File: config.mk
export PLATFORM = sky130hd
export DESIGN_NAME = muldiv_unit
export DESIGN_NICKNAME = d
export VERILOG_FILES = /design/src/rtl/muldiv_unit.sv
export SDC_FILE = /design/constraint.sdc
export NUM_CORES = 1
export LEC_CHECK = 0
export ABC_CLOCK_PERIOD_IN_PS = 4600
export CAP_MARGIN = 0
export CORE_UTILIZATION = 40
export CTS_CLUSTER_DIAMETER = 120
export DETAILED_ROUTE_END_ITERATION = 10
export SLEW_MARGIN = 30
export SYNTH_ARGS = -nofsm -noshare
export SYNTH_HDL_FRONTEND = slang
export SYNTH_SLANG_ARGS = --single-unit
File: constraint.sdc
create_clock -name clk -period 4.6 [get_ports clk]
set_input_delay 0.92 -clock clk [delete_from_list [all_inputs] [get_ports clk]]
set_output_delay 0.92 -clock clk [all_outputs]
set_load 0.1 [all_outputs]
File: src/rtl/muldiv_unit.sv
//------------------------------------------------------------------------------
// Module   : muldiv_unit
// Function : Iterative one-bit-per-clock mult/multu/div/divu engine writing hi/lo.
// Revision : 1.0 - initial release
//------------------------------------------------------------------------------
`default_nettype none

module muldiv_unit #(
  parameter int WIDTH = 32,
  parameter int CNT_W = 5
) (
  input  logic             clk,
  input  logic             reset,
  input  logic             start,
  input  logic [1:0]       op,
  input  logic [WIDTH-1:0] gr1,
  input  logic [WIDTH-1:0] gr2,
  output logic             busy,
  output logic             done,
  output logic [WIDTH-1:0] hi,
  output logic [WIDTH-1:0] lo,
  output logic             div_by_zero
);

  typedef enum logic [1:0] {
    S_IDLE = 2'd0,
    S_CALC = 2'd1,
    S_FIX  = 2'd2,
    S_DONE = 2'd3
  } state_t;

  localparam logic [CNT_W-1:0] c_LAST = CNT_W'(WIDTH - 1);

  state_t             r_state;
  logic [CNT_W-1:0]   r_cnt;
  logic               r_div;
  logic               r_zero;
  logic               r_neg_lo;
  logic               r_neg_hi;
  logic [WIDTH-1:0]   r_opnd;
  logic [WIDTH-1:0]   r_gr1;
  logic [2*WIDTH-1:0] r_acc;
  logic               r_busy;
  logic               r_done;
  logic               r_dbz;
  logic [WIDTH-1:0]   r_hi;
  logic [WIDTH-1:0]   r_lo;

  logic               w_signed;
  logic [WIDTH-1:0]   w_a_abs;
  logic [WIDTH-1:0]   w_b_abs;
  logic [WIDTH:0]     w_madd;
  logic [WIDTH+1:0]   w_dsub;
  logic [2*WIDTH-1:0] w_prod_neg;

  assign w_signed   = ~op[0];
  assign w_a_abs    = (w_signed && gr1[WIDTH-1]) ? (-gr1) : gr1;
  assign w_b_abs    = (w_signed && gr2[WIDTH-1]) ? (-gr2) : gr2;
  // Multiply: add the multiplicand into the upper half when the low bit of the multiplier is set.
  assign w_madd     = {1'b0, r_acc[2*WIDTH-1:WIDTH]} + (r_acc[0] ? {1'b0, r_opnd} : '0);
  // Divide: trial-subtract the divisor from {remainder, next dividend bit}; bit WIDTH+1 is the borrow.
  assign w_dsub     = {1'b0, r_acc[2*WIDTH-1:WIDTH-1]} - {2'b00, r_opnd};
  assign w_prod_neg = -r_acc;

  always_ff @(posedge clk) begin
    if (reset) begin
      r_state  <= S_IDLE;
      r_cnt    <= '0;
      r_div    <= 1'b0;
      r_zero   <= 1'b0;
      r_neg_lo <= 1'b0;
      r_neg_hi <= 1'b0;
      r_opnd   <= '0;
      r_gr1    <= '0;
      r_acc    <= '0;
      r_busy   <= 1'b0;
      r_done   <= 1'b0;
      r_dbz    <= 1'b0;
      r_hi     <= '0;
      r_lo     <= '0;
    end else begin
      case (r_state)
        S_IDLE, S_DONE: begin
          r_done <= 1'b0;
          if (start) begin
            r_state  <= S_CALC;
            r_cnt    <= '0;
            r_busy   <= 1'b1;
            r_dbz    <= 1'b0;
            r_div    <= op[1];
            r_zero   <= op[1] && (gr2 == '0);
            r_neg_lo <= w_signed && (gr1[WIDTH-1] ^ gr2[WIDTH-1]);
            r_neg_hi <= w_signed && op[1] && gr1[WIDTH-1];
            r_gr1    <= gr1;
            r_opnd   <= op[1] ? w_b_abs : w_a_abs;
            r_acc    <= op[1] ? {{WIDTH{1'b0}}, w_a_abs} : {{WIDTH{1'b0}}, w_b_abs};
          end else begin
            r_state <= S_IDLE;
          end
        end
        S_CALC: begin
          if (r_div) begin
            if (!w_dsub[WIDTH+1])
              r_acc <= {w_dsub[WIDTH-1:0], r_acc[WIDTH-2:0], 1'b1};
            else
              r_acc <= {r_acc[2*WIDTH-2:0], 1'b0};
          end else begin
            r_acc <= {w_madd, r_acc[WIDTH-1:1]};
          end
          r_cnt <= r_cnt + CNT_W'(1);
          if (r_cnt == c_LAST)
            r_state <= S_FIX;
        end
        S_FIX: begin
          if (!r_div) begin
            {r_hi, r_lo} <= r_neg_lo ? w_prod_neg : r_acc;
          end else if (r_zero) begin
            r_lo <= '1;
            r_hi <= r_gr1;
          end else begin
            r_lo <= r_neg_lo ? (-r_acc[WIDTH-1:0]) : r_acc[WIDTH-1:0];
            r_hi <= r_neg_hi ? (-r_acc[2*WIDTH-1:WIDTH]) : r_acc[2*WIDTH-1:WIDTH];
          end
          r_dbz   <= r_zero;
          r_done  <= 1'b1;
          r_busy  <= 1'b0;
          r_state <= S_DONE;
        end
        default: r_state <= S_IDLE;
      endcase
    end
  end

  assign busy        = r_busy;
  assign done        = r_done;
  assign hi          = r_hi;
  assign lo          = r_lo;
  assign div_by_zero = r_dbz;

endmodule

`default_nettype wire

==> results.md, run 1 <==
* Crit path kind: reg -> reg
* Leak at 0.00703 uW
* Hold depth at 2
* CP peak stage delay at 0.55 ns
* CP max-delay cell: inv_1
* Worst path cell trace: inv_1 -> nor2_1 -> ha_1 -> and4_1 -> o2111ai_1 -> a211oi_1 -> nor2_1 -> o31ai_1 -> buf_4 -> a2111oi_0 -> o31ai_1 -> mux2_2 -> o31ai_1
* Hold Path Class: reg -> reg
* Distinct cells, synth at 80
* Clock-pin slew on the worst setup and hold paths at about 0.060 ns
* Crit end category: flop
* Avg WL per Cell at 22.3 um
* Diode count at 0
* Logic pwr share at 55.5%
* Synth Flop Type: dfxtp_1
* GR Util met3 at 3.68%
* H-tree depth at 1
* Initial antenna violation count at 1
* Req. time, crit path at slightly above 5 ns
* Root Buffer: clkbuf_16
* Most frequent CP cell: o31ai_1
* Post-Syn Area at roughly 16000 um^2
* M2 GR Usage at 45.8%
* Cells after Synth at approximately 2200
* Clock power share at 19.0%
* DRC viols at 0
* Worst Clk Skew at 0.0206 ns
* Tcrit/Tclk final at 85.0%
* Non-Filler Instances at ~2800
* Async SR Flop Fraction at 0%
* Commonest non-fill, non-tap cell in the layout: nand2_1
* Clock latency on the worst-skew pair at 0.57 ns
* Syn Area/Cell at 7.26 um^2
* Top cells by area, synth: dfxtp_1, a21oi_1, nand2_1, ha_1, nor2_1
* GRT Resource Usage Total at approximately 30%
* Wire length of the first global-routing pass at 96.4 mm
* Num Clock Sinks at 206
* Max-capacitance violation count at 0
* Sw Share at 51.1%
* Via count at 17280
* Die area at ~41000 um^2
* Tmin final at around 3.9 ns
* Worst setup endpoint: r_acc[62]$_SDFFE_PP0P_
* Register area share after synthesis at 25.4%
* Status: complete, no violations
* Worst Max-Slew Pin Slew at approximately 1.0 ns
* Final wirelength at between 60 and 70 mm
* FP Rows at 73
* Internal power at 5130 uW
* RSZ-0062 raised after global routing: false
* Routed vias/inst at 6.09
* Net Sw Power at 5360 uW
* Cell accounting for the most synthesized area: dfxtp_1
* Fin Setup TNS at 0 ns
* R2r startpoint: r_acc[0]$_SDFFE_PP0P_
* RR Endpoint: r_acc[62]$_SDFFE_PP0P_
* HPWL Detailed at 48.0 mm
* Synth top area share at between 20% and 30%
* Height of the die at 203 um
* Net Count, Synth at 2376
* Nets at 2438
* DP Cell Count at 2792
* Max rail drop VDD at 290 uV
* Crit Path Max Fanout at 15
* Crit path launch: r_acc[0]$_SDFFE_PP0P_
* Max Buffers Root-to-Sink at 3
* Setup Buffers After CTS at 0
* Die W at between 200 and 250 um
* Post-synthesis register bit count at 206
* Largest net degree at the start of global routing at 138
* CTS buffer count at 25
* GR peak layer: met2
* Final setup fails at 0
* Final Wtd Congestion at 0.972
* Most frequent cells in the layout: nand2_1, nor2_1, a21oi_1
* Layout cells sized above 1 at 7.57%
* Power Total at around 10000 uW
* Power Density at 555 nW/um^2
* CTS tree: yes
* Met1 Use GR at 43.5%
* Pre-Repair DR Iteration Count at 5
* Worst path arrival time at 4.40 ns
* Worst hold start: hi[14]$_SDFFE_PP0P_
* ANT nets after route at 0
* Flop-to-flop setup slack at just under 0.7 ns
* Register area at 4130 um^2
* FF-to-FF path depth at 13
* Total of warnings raised by yosys at 0
* Port buffer count at roughly 140
* Hold_buf cts at 0
* Starting density of the core at about two fifths
* Number of primary I/O pins at ~140
* Post_cts resized at 0
* Crit path launch type: flop
* Flop pwr share at around a quarter
* Vias in the first global route at 15867
* Peak Freq at 256 MHz
* Fin. max-slew vios at 0
* Multi-input logic area at 11200 um^2
* CORE AREA at around 40000 um^2
* Rel. slew slack at a little under a third
* Fillcell total at 4056
* P&R area growth vs syn at 16.7%
* Final hold vios at 0
* Initial drt markers at around 1700
* Gr ovfl total at 0
* Post-synth EDFFs at 0
==> state kept, by name, summed over array words and instances, names as in the netlist, 2 cells and up <==
signal and cells:
hi 32, lo 32, r_acc 64, r_cnt 5, r_gr1 32, r_opnd 32, r_state 2
==> routing by layer <==
layer / part of all wire (%) / vias up
met4: 3.3 / 2
met2: 43 / 764
met3: 7.6 / 106
met5: 0.030 / -
li1: - / 8163
met1: 46 / 8245
==> Yosys cell counts, drive strengths merged (15+ instances only) <==
cell type    n
nand3       35
o21ai      169
a21oi      208
or3         24
ha          73
xnor2       99
a22oi       17
o31ai       32
nand2      277
or4         15
dfxtp      206
buf         32
nor2       243
o211ai      40
a31oi       20
mux2        31
clkbuf     134
a21o        20
mux2i       41
xor2        70
nor2b       15
a211oi      81
nor3        53
nor4        19
o22ai       15
inv         68
nand4       15
nand2b      21
==> metrics by stage <==
stage	instance area, um^2	util (%)	hold slack [ns]	worst slack (ns)
floorplan	16200	-	0.432	1.07
global placement	18100	45.4	0.427	0.512
detailed placement	18100	45.4	0.429	0.478
CTS	18900	47.5	0.437	0.763
global route	18900	47.5	0.464	0.450
finish	18900	47.5	0.436	0.690
==> power groups by stage <==
stage	registers [uW]	clock network (uW)	logic, uW
final	2680	1990	5820
after global routing	2730	2080	6220
after CTS	2670	2000	5750
after detailed placement	2700	0	5730
after global placement	2690	0	5710
after floorplan	3630	0	3120
==> worst min path at each step <==
stage                                    endpoint  slack, ns
after floorplan           r_opnd[10]$_SDFFE_PP0P_       0.43
after global placement        hi[14]$_SDFFE_PP0P_       0.43
after detailed placement      hi[14]$_SDFFE_PP0P_       0.43
after CTS                     hi[14]$_SDFFE_PP0P_       0.44
after global routing          hi[27]$_SDFFE_PP0P_       0.46
final                         hi[14]$_SDFFE_PP0P_       0.44
==> cell type report <==
| type | count | share of cell area, % |
|---|---|---|
| clock buffers | 33 | 3.78 |
| clock inverters | 13 | 0.523 |
| inverters | 71 | 1.41 |
| multi-input cells | 1789 | 59.1 |
| flip-flops and latches | 206 | 21.8 |
| well taps | 525 | 3.47 |
| repair buffers | 201 | 9.86 |
==> critical path: cells and delay by family (launching register included) <==
family	cells	cell delay (ns)
AOI/OAI and AO/OA	6	1.44
and+or+nand+nor	3	0.52
muxes	1	0.37
DFF	1	0.31
adders and majority gates	1	0.44
buffers and inverters	2	0.74
==> logic make-up after synthesis <==
logic type,count (synthesis),synth area share (%)
compound gates,711,27.8
xor+xnor,169,9.13
fa+ha+maj,75,5.88
buf+inv,237,5.73
flops,206,25.4
mux,72,4.69
simple gates,762,21.4
No activity file was read; power rests on OpenSTA's default activity.
==> run 2: changes to the inputs <==
- ABC_CLOCK_PERIOD_IN_PS: 4600 -> 3780
- clock period: 4.6 -> 3.78 ns (I/O delays scaled with it)
==> run 2 against run 1 <==
  * Flip-flop and latch count is the same
  * Global-route usage grew 0.62 points
  * Critical path type unchanged
  * Final cell count up 2.7%
==> results.md, run 2 (synthesized netlist as in run 1, its figures left out) <==
* Status: complete, no violations
* Die area at 41300 um^2 (unchanged)
* Initial drt markers at 1572 (-9.3%)
* Root Buffer: clkbuf_16
* HPWL Detailed at 49.7 mm (+3.5%)
* Final setup fails at 0 (unchanged)
* Flop-to-flop setup slack at 0.18 ns (-0.51 ns)
* Tcrit/Tclk final at 95.2% (+10 points)
* Nets at 2512 (+3.0%)
* Crit path launch type: flop
* Die W at 203 um (unchanged)
* Fin. max-slew vios at 0 (unchanged)
* Worst Max-Slew Pin Slew at 1.00 ns (-0.0149 ns)
* RSZ-0062 raised after global routing: false
* Clock power share at 20.1% (+1.1 points)
* Multi-input logic area at 11200 um^2 (about the same)
* Crit path kind: reg -> reg
* Register area at 4130 um^2 (unchanged)
* Worst Clk Skew at 0.0198 ns (-0.000796 ns)
* Crit end category: flop
* Internal power at 6730 uW (+31%)
* Diode count at 0 (unchanged)
* Number of primary I/O pins at 136 (unchanged)
* Final setup margin at 0.180 ns (-0.510 ns)
* DRC viols at 0 (unchanged)
* Worst hold start: hi[14]$_SDFFE_PP0P_
* Avg WL per Cell at 22.0 um (-1.3%)
* Power Density at 680 nW/um^2 (+23%)
* Port buffer count at 135 (unchanged)
* Crit path launch: r_acc[4]$_SDFFE_PP0P_
* Max rail drop VDD at 458 uV (+58%)
* Tmin final at 3.60 ns (-0.310 ns)
* Rel. slew slack at 32.9% (+1.0 points)
* Layout cells sized above 1 at 10.5% (+2.9 points)
* GRT Resource Usage Total at 30.6% (+0.62 points)
* H-tree depth at 1 (unchanged)
* Starting density of the core at 40.7% (unchanged)
* CTS tree: yes
* Net Sw Power at 6610 uW (+23%)
* R2r startpoint: r_acc[4]$_SDFFE_PP0P_
* Worst path arrival time at 4.04 ns (-0.36 ns)
* Crit Path Max Fanout at 12 (-3)
* Largest register by flop count: r_acc
* Logic pwr share at 55.7% (+0.2 points)
* Final wirelength at 64.2 mm (+1.3%)
* Clock-pin slew on the worst setup and hold paths at 0.06 ns (about the same)
* Largest register FFs at 64 (unchanged)
* Placed Area at 18700 um^2 (+3.1%)
* Final Wtd Congestion at 0.989 (+1.8%)
* Commonest non-fill, non-tap cell in the layout: nand2_1
* P&R area growth vs syn at 21.0%
* Via count at 17367 (+0.50%)
* Initial antenna violation count at 0 (-1)
* Largest net degree at the start of global routing at 73 (-47%)
* Gr ovfl total at 0 (unchanged)
* Peak Freq at 278 MHz (+8.6%)
* Final core utilization at 49.3% (+1.8 points)
* Clock latency on the worst-skew pair at 0.57 ns (about the same)
* Pre-Repair DR Iteration Count at 5 (unchanged)
* Hold Path Class: reg -> reg
* CORE AREA at 39800 um^2 (unchanged)
* Routed vias/inst at 5.96 (-2.1%)
* Leak at 0.00746 uW (+6.1%)
* Final hold vios at 0 (unchanged)
* Place WS at -0.0390 ns (-0.516 ns)
* ANT nets after route at 0 (unchanged)
* Flop pwr share at 24.2% (-1.4 points)
* Design Area, Final at 19600 um^2 (+3.7%)
* Power Total at 13300 uW (+27%)
* FP Rows at 73 (unchanged)
* Req. time, crit path at 4.22 ns (-0.87 ns)
* Fillcell total at 4017 (-0.96%)
* Vias in the first global route at 16128 (+1.6%)
* Wire length of the first global-routing pass at 98.2 mm (+1.9%)
* Max-capacitance violation count at 0 (unchanged)
* Max Buffers Root-to-Sink at 3 (unchanged)
* Most frequent cells in the layout: nand2_1, nor2_1, a21oi_1
* CTS buffer count at 27 (+8.0%)
* Num Clock Sinks at 206 (unchanged)
* Height of the die at 203 um (unchanged)
* Sw Share at 49.5% (-1.6 points)
## run 2: timing repair
action,4_1_cts,5_1_grt
hold buffers,0,0
gates resized for setup,1,2
setup endpoints to repair,1,4
pin swaps,0,0
buffers inserted,0,2
## run 2: final cells by class
type / count / area share, %
Clock buffer: 36 / 3.98
Clock inverter: 14 / 0.772
Multi-Input combinational cell: 1789 / 57.1
Inverter: 71 / 1.38
Timing Repair Buffer: 273 / 12.4
Sequential cell: 206 / 21.0
Tap cell: 525 / 3.35
## run 2: worst paths after layout
kind | to | cells after the start
worst max-delay path | hi[8]$_SDFFE_PP0P_ | 10
worst min-delay path | hi[14]$_SDFFE_PP0P_ | 2
worst max register to register | hi[8]$_SDFFE_PP0P_ | 10
worst min register to register | hi[14]$_SDFFE_PP0P_ | 2
## run 2: stage by stage
stage / hold slack [ns] / TNS [ns] / instances
2_1_floorplan: 0.432 / 0 / 2232
3_3_place_gp: 0.434 / -0.0291 / 2861
3_5_place_dp: 0.446 / -0.0390 / 2862
4_1_cts: 0.453 / 0 / 2912
5_1_grt: 0.470 / 0 / 2914
6_report: 0.444 / 0 / 2914
## run 2: critical path, cell delays in order, from the launching register on
cell and delay, ns:
dfxtp_1 0.38, nor4_2 0.41, nand3b_1 0.21, or3_4 0.44, or4_4 0.57, or2_1 0.46
buf_4 0.27, o31ai_4 0.22, xnor2_1 0.09, o21ai_1 0.30, nand2_1 0.09
## run 2: metal layers
layer	GRT usage, %	up-vias	share of wire, %
li1	-	8291	-
met1	43.5	8306	46
met2	48.1	685	44
met3	3.47	85	7.0
met4	9.13	0	2.7
met5	0	-	0
## run 2: power by group through the flow
stage                     Clock, uW  Combinational, uW  Sequential (uW)
after floorplan                   0               3790             4420
after global placement            0               7260             3240
after detailed placement          0               7340             3250
after CTS                      2720               7360             3210
after global routing           2810               7970             3280
final                          2680               7430             3230
